**src/rtl/i2s_rx_front.sv**
```systemverilog
// I2S receiver front end: oversamples bclk/lrclk/sdata in the clk domain and
// deserialises one channel into a parallel word with a one-cycle strobe.
module i2s_rx_front #(
    parameter int DATA_SIZE = 24,
    parameter int CHANNEL   = 0
) (
    input  logic                 clk,
    input  logic                 reset,
    input  logic                 i2s_bclk,
    input  logic                 i2s_lrclk,
    input  logic                 i2s_sdata,
    output logic [DATA_SIZE-1:0] data_out,
    output logic                 sample_trig,
    output logic                 frame_err
);

    localparam int CW = $clog2(DATA_SIZE + 1);
    localparam logic SEL = (CHANNEL != 0);
    localparam logic [CW-1:0] FULL = CW'(DATA_SIZE);

    typedef enum logic [1:0] {
        WAIT_FRAME,
        SHIFT,
        HOLD
    } state_t;

    logic bclk_s1, bclk_s2, bclk_d;
    logic lr_s1, lr_s2;
    logic sd_s1, sd_s2;

    state_t               state, state_n;
    logic                 lr_prev, lr_prev_n;
    logic                 chan, chan_n;
    logic [CW-1:0]        cnt, cnt_n;
    logic [DATA_SIZE-1:0] shreg, shreg_n;
    logic [DATA_SIZE-1:0] word_q, word_n;
    logic                 dlv_q, dlv_n;
    logic                 err_q, err_n;

    logic                 bclk_rise;
    logic                 trans;
    logic                 done;
    logic [CW-1:0]        cnt_inc;
    logic [DATA_SIZE-1:0] shifted;

    always_ff @(posedge clk) begin
        if (!reset) begin
            bclk_s1     <= 1'b0;
            bclk_s2     <= 1'b0;
            bclk_d      <= 1'b0;
            lr_s1       <= 1'b0;
            lr_s2       <= 1'b0;
            sd_s1       <= 1'b0;
            sd_s2       <= 1'b0;
            state       <= WAIT_FRAME;
            lr_prev     <= 1'b0;
            chan        <= 1'b0;
            cnt         <= '0;
            shreg       <= '0;
            word_q      <= '0;
            dlv_q       <= 1'b0;
            err_q       <= 1'b0;
            data_out    <= '0;
            sample_trig <= 1'b0;
            frame_err   <= 1'b0;
        end else begin
            bclk_s1     <= i2s_bclk;
            bclk_s2     <= bclk_s1;
            bclk_d      <= bclk_s2;
            lr_s1       <= i2s_lrclk;
            lr_s2       <= lr_s1;
            sd_s1       <= i2s_sdata;
            sd_s2       <= sd_s1;
            state       <= state_n;
            lr_prev     <= lr_prev_n;
            chan        <= chan_n;
            cnt         <= cnt_n;
            shreg       <= shreg_n;
            word_q      <= word_n;
            dlv_q       <= dlv_n;
            err_q       <= err_n;
            sample_trig <= dlv_q;
            frame_err   <= err_q;
            if (dlv_q) begin
                data_out <= word_q;
            end
        end
    end

    always_comb begin
        bclk_rise = bclk_s2 & ~bclk_d;
        trans     = lr_s2 != lr_prev;
        shifted   = {shreg[DATA_SIZE-2:0], sd_s2};
        cnt_inc   = cnt + 1'b1;
        done      = (cnt_inc == FULL);

        state_n   = state;
        lr_prev_n = lr_prev;
        chan_n    = chan;
        cnt_n     = cnt;
        shreg_n   = shreg;
        word_n    = word_q;
        dlv_n     = 1'b0;
        err_n     = 1'b0;

        if (bclk_rise) begin
            lr_prev_n = lr_s2;
            unique case (state)
                WAIT_FRAME: begin
                    if (trans) begin
                        chan_n  = lr_s2;
                        cnt_n   = '0;
                        shreg_n = '0;
                        state_n = SHIFT;
                    end
                end
                SHIFT: begin
                    // The transition edge still carries the old slot's LSB.
                    shreg_n = shifted;
                    cnt_n   = cnt_inc;
                    if (done) begin
                        state_n = HOLD;
                        if (chan == SEL) begin
                            dlv_n  = 1'b1;
                            word_n = shifted;
                        end
                    end
                    if (trans) begin
                        err_n   = ~done;
                        chan_n  = lr_s2;
                        cnt_n   = '0;
                        shreg_n = '0;
                        state_n = SHIFT;
                    end
                end
                HOLD: begin
                    if (trans) begin
                        chan_n  = lr_s2;
                        cnt_n   = '0;
                        shreg_n = '0;
                        state_n = SHIFT;
                    end
                end
                default: begin
                    state_n = WAIT_FRAME;
                end
            endcase
        end
    end

endmodule

```
**config.mk**
```make
export PLATFORM = sky130hd
export DESIGN_NAME = i2s_rx_front
export DESIGN_NICKNAME = d
export VERILOG_FILES = /design/src/rtl/i2s_rx_front.sv
export SDC_FILE = /design/constraint.sdc
export NUM_CORES = 1
export LEC_CHECK = 0
export ABC_CLOCK_PERIOD_IN_PS = 2210
export BUFFER_PORTS_ARGS = -buffer_cell sky130_fd_sc_hd__buf_4
export CORE_ASPECT_RATIO = 1.2
export CORE_MARGIN = 2
export CORE_UTILIZATION = 55
export CTS_CLUSTER_SIZE = 30
export DETAILED_ROUTE_END_ITERATION = 10
export PLACE_DENSITY = 0.76
export SLEW_MARGIN = 0
export SYNTH_ARGS = -nofsm -noshare
export SYNTH_HDL_FRONTEND = slang
export SYNTH_SLANG_ARGS = --single-unit
```
**constraint.sdc**
```tcl
create_clock -name clk -period 2.21 [get_ports clk]
set_input_delay 0 -clock clk [delete_from_list [all_inputs] [get_ports clk]]
set_output_delay 0 -clock clk [all_outputs]
set_load 0.02 [all_outputs]
```
==> results of run 1 <==
-- per-layer routing --
metal | GRT usage | wire (um) | up-vias
li1 | - | - | 1291
met1 | 0.209 | 2790 | 1184
met2 | 0.310 | 3020 | 32
met3 | 0.0320 | 148 | 14
met4 | 0.102 | 144 | 0
met5 | 0 | 0 | -
-- critical path: cells and delay by family, from the launching register on --
family | cells | cell delay, ns
muxes | 1 | 0.21
xor gates and xnor gates | 1 | 0.22
and+or+nand+nor | 1 | 0.12
AOI/OAI and AO/OA | 1 | 0.25
DFF | 1 | 0.47
adders and majority gates | 1 | 0.31
buffers and inverters | 1 | 0.29
-- through the flow --
step	instances	util	power, W
2_1_floorplan	365	-	0.00177
3_3_place_gp	463	0.618	0.00179
3_5_place_dp	463	0.618	0.00179
4_1_cts	482	0.660	0.00302
5_1_grt	482	0.660	0.00311
6_report	482	0.660	0.00300
-- how the worst min path moves through the flow --
stage	start	to	slack (ns)	cells past startpoint
finish	reset	data_out[6]$_SDFFE_PN0P_	0.06	3
global route	reset	data_out[6]$_SDFFE_PN0P_	0.08	3
CTS	reset	data_out[6]$_SDFFE_PN0P_	0.06	3
detailed placement	i2s_bclk	bclk_s1$_SDFF_PN0_	0.21	2
global placement	i2s_bclk	bclk_s1$_SDFF_PN0_	0.21	2
floorplan	i2s_bclk	bclk_s1$_SDFF_PN0_	0.13	1
-- flip-flops by register name, indices dropped and copies added (netlist names), 2 cells and up --
name      flops
word_q       24
data_out     24
cnt           5
shreg        23
state         2
-- report_power, final --
group / total [W] / switching [W] / leakage [nW] / internal [W]
clock network: 0.00124 / 0.000565 / 0.110 / 0.000674
registers: 0.00166 / 0.0000130 / 0.734 / 0.00165
logic: 0.0000966 / 0.0000662 / 0.550 / 0.0000304
total: 0.00300 / 0.000644 / 1.39 / 0.00235
-- final cells by class --
class / count / area [um^2]
Inverter: 2 / 7.51
Fill cell: 524 / 2060
Timing Repair Buffer: 43 / 330
Multi-Input combinational cell: 248 / 1510
Tap cell: 82 / 103
Clock inverter: 5 / 85.1
Sequential cell: 91 / 1820
Clock buffer: 11 / 141
-- cell usage in the layout (no fill, tap or decap), types with 2 or more instances in the layout --
| cell | netlist | routed |
|---|---|---|
| a211oi_1 | 3 | 3 |
| a21oi_1 | 20 | 20 |
| a22oi_1 | 10 | 10 |
| and2_1 | 11 | 11 |
| buf_4 | 1 | 40 |
| bufinv_16 | 0 | 2 |
| clkbuf_8 | 0 | 10 |
| dfxtp_1 | 91 | 91 |
| dlygate4sd3_1 | 0 | 3 |
| ha_1 | 2 | 2 |
| mux2i_1 | 48 | 48 |
| nand2_1 | 70 | 70 |
| nand3_1 | 17 | 17 |
| nand3b_1 | 3 | 3 |
| nor2_1 | 38 | 38 |
| nor3_1 | 2 | 2 |
| nor3b_1 | 2 | 2 |
| o211ai_2 | 2 | 2 |
| o21ai_0 | 4 | 4 |
| xor2_1 | 2 | 2 |
-- timing repair --
action / 4_1_cts / 5_1_grt
endpoints found under the hold margin: 3 / 0
resized for setup: 0 / 0
setup buffers: 0 / 0
hold buffers: 3 / 0
endpoints found under the setup margin: 0 / 0
-- kinds of logic (layout without fill, tap and decap cells) --
family,count (synthesis),count (layout),share of synthesized area
fa+ha+maj,2,2,0.00723
mux,48,48,0.139
xor+xnor,3,3,0.00760
flops,91,91,0.527
buf+inv,26,61,0.0376
compound gates,46,46,0.0915
simple gates,149,149,0.190
==> results.toml, run 1 <==
[status]
status = "finished, final reports clean"

[power_and_ir_drop]
total_leakage_power_nw = 1.39
ir_drop_v = 0.000471
p_per_area_nw_per_um2 = 750

[grt]
grt_antenna_before_repair = 0
grt_pass1_vias = 2336
overflow = 0
grt.total_usage = 0.180
grt_pass1_wl_um = 10100
grt_max_degree = 62

[final_layout]
num_antenna_cells = 0
final_area_um2 = 4000
layout-drive-gt1-share = 0.163
syn_to_final_growth_pct = 15.5
fin_nets = 402

[synth]
ys_seq_area_frac = 0.527
avgSynthCellArea_um2 = 9.47
synth_edf_count = 0
ys.flop_type = "dfxtp_1"
synth_area_leaders = "dfxtp_1, mux2i_1, nand2_1, nor2_1, a21oi_1"
synth_fp_nets = 372
synth_cell_type_count = 36
synth_area_um2 = 3460
synth-warning-count = 0
synth.top_cell.area_share = 0.527
ys_ff_latch = 91
ys_top_cells_by_count = "dfxtp_1, nand2_1, mux2i_1"
synth-async-reset-ratio = 0
syn_inst = 365
synth_most_common_cell = "dfxtp_1"
synth_top_area_cell = "dfxtp_1"

[clock_network]
cts-root-buf = "clkbuf_8"
htree_levels = 3
cts_buffer_depth = 2
cts_tree = "built"
cts_made_buffers = 9
clock_latency_ns = 0.36
path_clk_slew_ns = 0.09
cts_sinks = 91

[min_path]
hold_path.class = "in2reg"

[sta]
holdWs_ns = 0.0601
layout_min_cycle_time_ns = 1.94
setup_ws_ns = 0.273
fmax_mhz = 516
finalHoldViolCount = 0
worst_slew_pin_slew_ns = 0.615
drv_slew = 0
fin_tns_setup_ns = 0
rsz0062_at_grt = "false"
fin_crit_sh = 0.877
final.setup_skew_ns = 0.00977
max_slew_margin = 0.589
setup_viol = 0

[route]
wl_per_cell_um = 12.7
dr.pass1.iters = 4
ant_nets = 0
vias = 2521
routed_wl_um = 6110
vias_per_cell = 5.23
drt_iter0_drc = 121
drc = 0

[floorplanning]
ios = 31
row_count = 31
start_util = 0.572
core_um2 = 6050
dieArea_um2 = 6940
die_w_um = 76.4
die_h_um = 90.9

[setup_path]
crit_slowest_cell = "dfxtp_1"
critPathCapture = "word_q[9]$_SDFFE_PN0P_"
reg2reg_depth = 6
cp-startpoint = "cnt[0]$_SDFFE_PN0P_"
r2r-end = "word_q[9]$_SDFFE_PN0P_"
critPathMaxStageDelay_ns = 0.47
r2r-start = "cnt[0]$_SDFFE_PN0P_"
path_cells = "ha_1 > nand3_2 > xor2_1 > a211oi_4 > buf_4 > mux2i_1"
path_max_fanout = 14
path_class = "reg2reg"
r2r_slack_ns = 0.27
start_kind = "flop"
cp-end-kind = "flop"
critical_path_required_ns = 2.50
worst_ep_arrival_time_ns = 2.23

[placement]
io_buffers = 30
gp_congestion = 0.914
dp_hpwl_um = 4060
dpl_cell_area_um2 = 3740
place_ws_ns = 0.287

[run]
max_cap_viol_count = 0
Note: power is estimated with default switching activity, not from simulation.
==> run 2, diff against run 1 <==
--- a/config.mk
+++ b/config.mk
@@ -5,7 +5,7 @@
 export SDC_FILE = /design/constraint.sdc
 export NUM_CORES = 1
 export LEC_CHECK = 0
-export ABC_CLOCK_PERIOD_IN_PS = 2210
+export ABC_CLOCK_PERIOD_IN_PS = 1900
 export BUFFER_PORTS_ARGS = -buffer_cell sky130_fd_sc_hd__buf_4
 export CORE_ASPECT_RATIO = 1.2
 export CORE_MARGIN = 2
==> constraint.sdc (replaced) <==
create_clock -name clk -period 1.9 [get_ports clk]
set_input_delay 0 -clock clk [delete_from_list [all_inputs] [get_ports clk]]
set_output_delay 0 -clock clk [all_outputs]
set_load 0.02 [all_outputs]
==> run 2 against run 1 <==
Effect of this change:
- fmax rose by 8.2%
- total power grew 15%
- sequential share of layout area decreased by 0.28 points
- combinational power increased by 25%
- clock-buffer cell count decreased by 2
- clock skew about the same
- non-clock buffer count increased by 1
- via count up 0.99%
- first-iteration DRC count is 8.3% higher
- critical path depth unchanged
- largest power group unchanged
==> results.toml, run 2 (same netlist as run 1, synthesis figures left out) <==
[status]
status = "finished, final reports clean"

[placement]
dpl_cell_area_um2 = 3770
place_ws_ns = 0.117
dp_hpwl_um = 4160
io_buffers = 30
dp_cells = 464
gp_congestion = 0.836

[route]
vias_per_cell = 5.27
ant_nets = 0
drt_iter0_drc = 131
drc = 0
vias = 2546
dr.pass1.iters = 6
wl_per_cell_um = 13.2
routed_wl_um = 6400

[setup_path]
path_class = "reg2reg"
critPathMaxStageDelay_ns = 0.34
r2r-start = "cnt[0]$_SDFFE_PN0P_"
start_kind = "flop"
cp-startpoint = "cnt[0]$_SDFFE_PN0P_"
r2r_slack_ns = 0.11
crit_slowest_cell = "dfxtp_1"
critPathCapture = "word_q[20]$_SDFFE_PN0P_"
worst_ep_arrival_time_ns = 2.06
critical_path_required_ns = 2.17
reg2reg_depth = 6
path_cells = "ha_1 > nand3_2 > xor2_1 > a211oi_4 > buf_6 > mux2i_1"
cp-end-kind = "flop"
r2r-end = "word_q[20]$_SDFFE_PN0P_"
path_max_fanout = 10

[grt]
grt.total_usage = 0.202
grt_pass1_wl_um = 11400
grt_antenna_before_repair = 0
overflow = 0
grt_pass1_vias = 2539
grt_max_degree = 62

[min_path]
hold_path.class = "in2reg"

[sta]
fmax_mhz = 559
rsz0062_at_grt = "false"
max_slew_margin = 0.604
setup_viol = 0
final.setup_skew_ns = 0.00941
layout_min_cycle_time_ns = 1.79
finalHoldViolCount = 0
fin_crit_sh = 0.942
worst_slew_pin_slew_ns = 0.594
fin_tns_setup_ns = 0
setup_ws_ns = 0.110
drv_slew = 0

[power_and_ir_drop]
p_switching_w = 0.000766
pwr-share-clk = 0.407
p_seq_frac = 0.558
p_per_area_nw_per_um2 = 860
p_int_w = 0.00269
total_leakage_power_nw = 1.41
p_comb_frac = 0.035
ir_drop_v = 0.000468
netSwitchingFraction = 0.221

[clock_network]
htree_levels = 3
cts_buffer_depth = 2
cts_made_buffers = 9
clock_latency_ns = 0.35
path_clk_slew_ns = 0.09
cts-root-buf = "clkbuf_8"
cts_sinks = 91
cts_tree = "built"

[final_layout]
num_antenna_cells = 0
nFillCells = 535
layout_commonest_cell = "dfxtp_1"
syn_to_final_growth_pct = 16.2
layout_common_cells = "dfxtp_1, nand2_1, mux2i_1, nor2_1, buf_4"
top_regs = "data_out (24), word_q (24), shreg (23)"
fin_nets = 403
layout-drive-gt1-share = 0.167
final_area_um2 = 4020
layoutNonFillerInstCount = 483

[floorplanning]
die_h_um = 90.9
start_util = 0.572
core_um2 = 6050
die_w_um = 76.4
ios = 31
row_count = 31
dieArea_um2 = 6940

[run]
max_cap_viol_count = 0
==> run 2: per-layer routing <==
metal | up-vias | GRT usage | share of wire
li1 | 1293 | - | -
met4 | 0 | 0.120 | 0.021
met1 | 1185 | 0.234 | 0.43
met2 | 57 | 0.350 | 0.51
met5 | - | 0 | 0
met3 | 11 | 0.0320 | 0.035
==> run 2: metrics by stage <==
step / util / hold WS, ns / power (W)
floorplan: - / 0.127 / 0.00206
global placement: 0.623 / 0.207 / 0.00209
detailed placement: 0.623 / 0.212 / 0.00209
CTS: 0.664 / 0.0460 / 0.00349
global route: 0.664 / 0.0749 / 0.00359
finish: 0.664 / 0.0490 / 0.00346
==> run 2: layout make-up <==
| cell class | instances | area (um^2) | area share |
|---|---|---|---|
| clock buffers | 9 | 124 | 0.0308 |
| clock inverters | 7 | 91.3 | 0.0227 |
| inverters | 2 | 7.51 | 0.00187 |
| multi-input cells | 248 | 1510 | 0.375 |
| flip-flops and latches | 91 | 1820 | 0.453 |
| well taps | 82 | 103 | 0.0255 |
| repair buffers | 44 | 367 | 0.0912 |
==> run 2: worst min-delay path by stage <==
stage	from	depth (start not counted)	endpoint
finish	reset	3	data_out[15]$_SDFFE_PN0P_
global route	reset	3	data_out[19]$_SDFFE_PN0P_
CTS	reset	3	data_out[15]$_SDFFE_PN0P_
detailed placement	i2s_bclk	2	bclk_s1$_SDFF_PN0_
global placement	i2s_bclk	2	bclk_s1$_SDFF_PN0_
floorplan	i2s_bclk	1	bclk_s1$_SDFF_PN0_
==> run 2: repair_timing <==
action                                  4_1_cts  5_1_grt
hold buffers                                  3        0
setup buffers                                 0        0
endpoints found under the hold margin         3        0
gates resized for setup                       0        1
endpoints found under the setup margin        0        5
==> run 2: power by group through the flow <==
stage | Clock, W | Combinational, W | Sequential, W
after floorplan | 0 | 0.0000904 | 0.00197
after CTS | 0.00144 | 0.000121 | 0.00193
after global placement | 0 | 0.000114 | 0.00197
after global routing | 0.00153 | 0.000133 | 0.00193
final | 0.00141 | 0.000121 | 0.00193
after detailed placement | 0 | 0.000116 | 0.00197
==> run 2: worst max-delay path: cells and delay by family, from the launching register on <==
family	cells	cell delay [ns]
fa+ha+maj	1	0.27
buf+inv	1	0.22
xor+xnor	1	0.21
compound gates	1	0.31
simple gates	1	0.13
mux	1	0.23
flops	1	0.34
